[config.mk]
export PLATFORM = sky130hd
export DESIGN_NAME = dmem_access_ctrl
export DESIGN_NICKNAME = d
export VERILOG_FILES = /design/src/rtl/dmem_pkg.sv /design/src/rtl/dmem_lane_align.sv /design/src/rtl/dmem_access_ctrl.sv
export SDC_FILE = /design/constraint.sdc
export NUM_CORES = 1
export LEC_CHECK = 0
export ABC_AREA = 1
export BUFFER_PORTS_ARGS = -buffer_cell sky130_fd_sc_hd__buf_2
export CAP_MARGIN = 20
export CORE_ASPECT_RATIO = 0.9
export CORE_UTILIZATION = 50
export DETAILED_ROUTE_END_ITERATION = 16
export PLACE_DENSITY = 0.85
export REMOVE_ABC_BUFFERS = 1
export SYNTH_ARGS = -nofsm -noshare
export SYNTH_HDL_FRONTEND = slang
export SYNTH_HIERARCHICAL = 1
export SYNTH_SLANG_ARGS = --single-unit
[constraint.sdc]
create_clock -name clk -period 3.7 [get_ports clk]
set_clock_uncertainty 0.2 [all_clocks]
set_input_delay 0.74 -clock clk [delete_from_list [all_inputs] [get_ports clk]]
set_output_delay 0.74 -clock clk [all_outputs]
set_load 0.005 [all_outputs]
[src/rtl/dmem_pkg.sv]
// Shared definitions for the data-memory access controller: one-hot instruction
// codes, FSM state encoding and request classification helpers.
package dmem_pkg;

    localparam logic [7:0] LB  = 8'h01;
    localparam logic [7:0] LBU = 8'h02;
    localparam logic [7:0] LH  = 8'h04;
    localparam logic [7:0] LHU = 8'h08;
    localparam logic [7:0] LW  = 8'h10;
    localparam logic [7:0] SB  = 8'h20;
    localparam logic [7:0] SH  = 8'h40;
    localparam logic [7:0] SW  = 8'h80;

    typedef enum logic [2:0] {
        StIdle,
        StRd,
        StWait,
        StWr,
        StResp
    } state_e;

    function automatic logic is_load(input logic [7:0] instr);
        return |(instr & (LB | LBU | LH | LHU | LW));
    endfunction

    function automatic logic is_subword_store(input logic [7:0] instr);
        return |(instr & (SB | SH));
    endfunction

    function automatic logic is_onehot(input logic [7:0] instr);
        return (instr != 8'h00) && ((instr & (instr - 8'h01)) == 8'h00);
    endfunction

    // Halfword ops need an even address, word ops a word-aligned one.
    function automatic logic misaligned(input logic [7:0] instr, input logic [1:0] lane);
        return ((|(instr & (LH | LHU | SH))) && lane[0]) ||
               ((|(instr & (LW | SW))) && (lane != 2'b00));
    endfunction

endpackage

[src/rtl/dmem_lane_align.sv]
// Combinational byte-lane alignment: extracts and extends load data from a
// memory word, and builds the full word to write back for stores.
module dmem_lane_align
    import dmem_pkg::*;
(
    input  logic [31:0] rdata,
    input  logic [31:0] wdata,
    input  logic [7:0]  instr,
    input  logic [1:0]  lane,
    output logic [31:0] load_data,
    output logic [31:0] store_data
);

    logic [7:0]  byte_sel;
    logic [15:0] half_sel;

    // Load extract: pick the addressed byte/half and sign- or zero-extend it.
    always_comb begin
        byte_sel  = rdata[{lane, 3'b000} +: 8];
        half_sel  = lane[1] ? rdata[31:16] : rdata[15:0];
        load_data = '0;
        case (instr)
            LB:      load_data = {{24{byte_sel[7]}}, byte_sel};
            LBU:     load_data = {24'h000000, byte_sel};
            LH:      load_data = {{16{half_sel[15]}}, half_sel};
            LHU:     load_data = {16'h0000, half_sel};
            LW:      load_data = rdata;
            default: load_data = '0;
        endcase
    end

    // Store merge: overlay the store bytes onto the word read back from RAM.
    always_comb begin
        store_data = rdata;
        case (instr)
            SB: store_data[{lane, 3'b000} +: 8] = wdata[7:0];
            SH: begin
                if (lane[1]) begin
                    store_data[31:16] = wdata[15:0];
                end else begin
                    store_data[15:0] = wdata[15:0];
                end
            end
            SW:      store_data = wdata;
            default: store_data = rdata;
        endcase
    end

endmodule

[src/rtl/dmem_access_ctrl.sv]
// MEM-stage data memory responder: one request at a time, read-modify-write for
// sub-word stores, error response for misaligned or malformed requests.
module dmem_access_ctrl #(
    parameter int unsigned ADDR_W = 11,
    parameter int unsigned RD_LAT = 1
) (
    input  logic              clk,
    input  logic              rst_n,
    input  logic              req_valid,
    input  logic [7:0]        req_instr,
    input  logic [31:0]       req_addr,
    input  logic [31:0]       req_wdata,
    output logic              req_ready,
    output logic              rsp_valid,
    output logic [31:0]       rsp_rdata,
    output logic              rsp_err,
    output logic              ram_en,
    output logic              ram_we,
    output logic [ADDR_W-1:0] ram_addr,
    output logic [31:0]       ram_wdata,
    input  logic [31:0]       ram_rdata
);
    import dmem_pkg::*;

    localparam logic [1:0] LastWait = 2'(RD_LAT - 1);

    state_e            state_q, state_d;
    logic [1:0]        cnt_q, cnt_d;
    logic [7:0]        instr_q;
    logic [ADDR_W+1:0] addr_q;
    logic [31:0]       wdata_q;
    logic [31:0]       rdata_q;
    logic              err_q;
    logic              accept;
    logic              req_err;
    logic              capture;
    logic [31:0]       load_data;
    logic [31:0]       store_data;

    // Address bits above the RAM window wrap and are deliberately dropped.
    logic unused_addr;
    assign unused_addr = ^req_addr[31:ADDR_W+2];

    assign accept  = req_valid & req_ready;
    assign req_err = !is_onehot(req_instr) || misaligned(req_instr, req_addr[1:0]);

    dmem_lane_align u_lane_align (
        .rdata      (rdata_q),
        .wdata      (wdata_q),
        .instr      (instr_q),
        .lane       (addr_q[1:0]),
        .load_data  (load_data),
        .store_data (store_data)
    );

    // State, wait counter and latched request fields.
    always_ff @(posedge clk or negedge rst_n) begin
        if (!rst_n) begin
            state_q <= StIdle;
            cnt_q   <= '0;
            instr_q <= '0;
            addr_q  <= '0;
            wdata_q <= '0;
            rdata_q <= '0;
            err_q   <= 1'b0;
        end else begin
            state_q <= state_d;
            cnt_q   <= cnt_d;
            if (accept) begin
                instr_q <= req_instr;
                addr_q  <= req_addr[ADDR_W+1:0];
                wdata_q <= req_wdata;
                err_q   <= req_err;
            end
            if (capture) begin
                rdata_q <= ram_rdata;
            end
        end
    end

    // Next-state logic; the RAM word is captured on the last WAIT cycle.
    always_comb begin
        state_d = state_q;
        cnt_d   = cnt_q;
        capture = 1'b0;
        unique case (state_q)
            StIdle: begin
                if (req_valid) begin
                    if (req_err) begin
                        state_d = StResp;
                    end else if (req_instr == SW) begin
                        state_d = StWr;
                    end else begin
                        state_d = StRd;
                    end
                end
            end
            StRd: begin
                cnt_d   = '0;
                state_d = StWait;
            end
            StWait: begin
                if (cnt_q == LastWait) begin
                    capture = 1'b1;
                    state_d = is_subword_store(instr_q) ? StWr : StResp;
                end else begin
                    cnt_d = cnt_q + 2'd1;
                end
            end
            StWr:    state_d = StResp;
            StResp:  state_d = StIdle;
            default: state_d = StIdle;
        endcase
    end

    // Outputs decoded from state and latched fields only.
    always_comb begin
        req_ready = (state_q == StIdle);
        ram_en    = (state_q == StRd) || (state_q == StWr);
        ram_we    = (state_q == StWr);
        ram_addr  = addr_q[ADDR_W+1:2];
        ram_wdata = (state_q == StWr) ? store_data : '0;
        rsp_valid = (state_q == StResp);
        rsp_err   = rsp_valid && err_q;
        rsp_rdata = (rsp_valid && !err_q) ? load_data : '0;
    end

endmodule
==> results.toml <==
[timing]
hold_slack_ns = 0.170
slew_viol_final = 0
setup_viol = 0
worst_pin_slew_ns = 0.996
max_freq_ghz = 0.289
hold_viol_final = 0
finalCritPeriodShare_pct = 93.6
fin_crit_ns = 3.46
relSlewSlack_pct = 33.6
rsz0062_at_grt = "false"

[critical_path]
crit_path_start_kind = "flop"
worstPathArrival_ns = 2.52
crit_chain = "inv_2 -> nand2_4 -> nor2_4 -> nand2_1 -> a21oi_2 -> nor2_4 -> buf_12 -> nand2_2 -> inv_1 -> nor2_1 -> buf_2"
crit_top_cell = "nor2_4"
crit_type = "flop to output pin"
critPathMaxFanout = 11
crit_required_ns = 2.76
cp_slowest_cell = "dfrtp_1"
worst_setup_path_end_kind = "output pin"
slowest_delay_ns = 0.42

[clocking]
path_clk_slew_ns = 0.07
clock_latency_ns = 0.36
post_cts_buffers = 0
clock_sinks = 91
hold_buffers = 0
htreeDepth = 3
cts_resized = 0
root_buffer = "clkbuf_16"
clk_path_buf_depth = 2
cts_tree = "built"
numCtsBuffers = 9

[floorplanning]
die_area_um2 = 16600
pin_count = 187
die_h_um = 122
start_util_pct = 51.7
design.core.area_um2 = 15500
die_width_um = 136
num_rows = 43

[status]
outcome = "completed"

[finish]
final_util_pct = 59.0
final_nets = 1409
final_cells = 1503
final_common_cell = "nand2_1"
antennaDiodeCount = 0
fin_area_um2 = 9180
drive_gt1_share_pct = 25.8
layout_common_cells = "nand2_1 (262), inv_1 (174), nand3_1 (172)"
area_growth_pct = 14.2

[yosys]
synthArstFlopShare_pct = 100
synth-seq-area-share_pct = 28.3
post_synth_num_cell_types = 30
synth_seq_cells = 91
syn_area_um2 = 8030
avgSynthCellArea_um2 = 6.88
netlist_instances = 1167
yosys_warnings = 6
ys.flop_type = "dfrtp_1"
synth_enable_flop_cells = 0

[detailed_routing]
ant_nets = 0
drtIter0Drc = 839
vias = 8028
route.detailed.drc = 0
first_pass_iters = 6
drt_wl_total_um = 23100
via_per_inst = 5.34
wl_per_cell_um = 15.4

[power]
leakagePower_nw = 5.16
ir_drop_uv = 343
finalPower_w = 0.00590
p_per_area_nw_per_um2 = 643

[placed_design]
io_buffers = 167
placed_area_um2 = 8850
dp_cells = 1487
hpwl_um = 16300
place_congestion = 0.958

[global_routing]
grt_first_pass_wirelength_um = 36900
antenna_found_initial = 0
grt_pass1_vias = 7148
grt_max_degree = 54
grt_overflow_total = 0
grtUsageTotal_pct = 28.7

[min_path]
hold_class = "input pin to async pin"

[job]
drv_cap = 0
-- worst paths after layout --
check | depth (start not counted) | end | slack, ns | start
worst min-delay path | 1 | addr_q[10]$_DFFE_PN0P_ | 0.17 | rst_n
worst min register to register | 1 | addr_q[9]$_DFFE_PN0P_ | 0.30 | addr_q[9]$_DFFE_PN0P_
worst max-delay path | 11 | rsp_rdata[16] | 0.24 | instr_q[5]$_DFFE_PN0P_
max in group asynchronous | 2 | wdata_q[12]$_DFFE_PN0P_ | 2.48 | rst_n
worst max register to register | 6 | addr_q[1]$_DFFE_PN0P_ | 1.54 | state_q[2]$_DFFE_PN0P_
min in group clk | 1 | addr_q[9]$_DFFE_PN0P_ | 0.30 | addr_q[9]$_DFFE_PN0P_
-- cells in the mapped netlist (2+ instances only) --
cell type / count / share of area (%)
mux2_2: 3 / 0.42
o21ai_0: 62 / 3.9
nand2_4: 3 / 0.42
mux2_4: 76 / 14
nand3_1: 172 / 11
dfrtp_1: 91 / 28
a21oi_1: 23 / 1.4
or2_2: 2 / 0.16
nand4_1: 32 / 2.5
inv_1: 174 / 8.1
nor2_1: 138 / 6.4
ha_1: 6 / 0.93
inv_2: 12 / 0.56
buf_6: 14 / 2.0
nor2_4: 4 / 0.56
buf_2: 35 / 2.2
nor3_1: 3 / 0.19
nor2_2: 7 / 0.55
nand2_2: 19 / 1.5
nand2_1: 262 / 12
buf_4: 20 / 1.9
-- critical path: cells and delay by family (launching register included) --
family | cells | cell delay [ns]
AND/OR/NAND/NOR | 6 | 1.01
buffers and inverters | 4 | 0.46
flip-flops | 1 | 0.42
AO/OA/AOI/OAI | 1 | 0.26
-- flip-flops by register name, indices dropped and copies added, names as in the netlist --
name,cells
instr_q,8
addr_q,13
err_q,1
wdata_q,32
rdata_q,32
state_q,3
cnt_q,2
-- metrics by stage --
| step | setup WS [ns] | setup TNS, ns |
|---|---|---|
| after floorplan | -0.567 | -18.07 |
| after global placement | 0.708 | 0 |
| after detailed placement | 0.695 | 0 |
| after CTS | 0.284 | 0 |
| after global routing | 0.0916 | 0 |
| final | 0.235 | 0 |
-- kinds of logic after synthesis --
| logic type | after synthesis | synth area share (%) |
|---|---|---|
| AO/OA/AOI/OAI | 88 | 5.56 |
| adder cells (fa/ha/maj) | 6 | 0.935 |
| buffers and inverters | 258 | 14.9 |
| flip-flops | 91 | 28.3 |
| multiplexers | 79 | 14.6 |
| AND/OR/NAND/NOR | 645 | 35.7 |
-- per-layer routing --
layer  vias to the layer above  part of all wire [%]  track usage (%)
li1                       3938                     -                -
met4                         0                   1.7             8.64
met1                      3683                    45             39.8
met2                       369                    45             44.6
met3                        38                   8.7             6.32
met5                         -                     0                0
-- final cells by class --
class / instances / area [µm²]
Timing Repair Buffer: 189 / 1050
Fill cell: 1462 / 6370
Clock inverter: 7 / 98.8
Multi-Input combinational cell: 818 / 4560
Sequential cell: 91 / 2280
Tap cell: 202 / 253
Inverter: 187 / 704
Clock buffer: 9 / 225
-- power breakdown --
part	internal, W	switching [W]	leakage, nW
Clock	0.000598	0.000420	0.157
Combinational	0.00123	0.00186	3.93
Sequential	0.00136	0.000435	1.07
(Power assumes the default switching activity.)
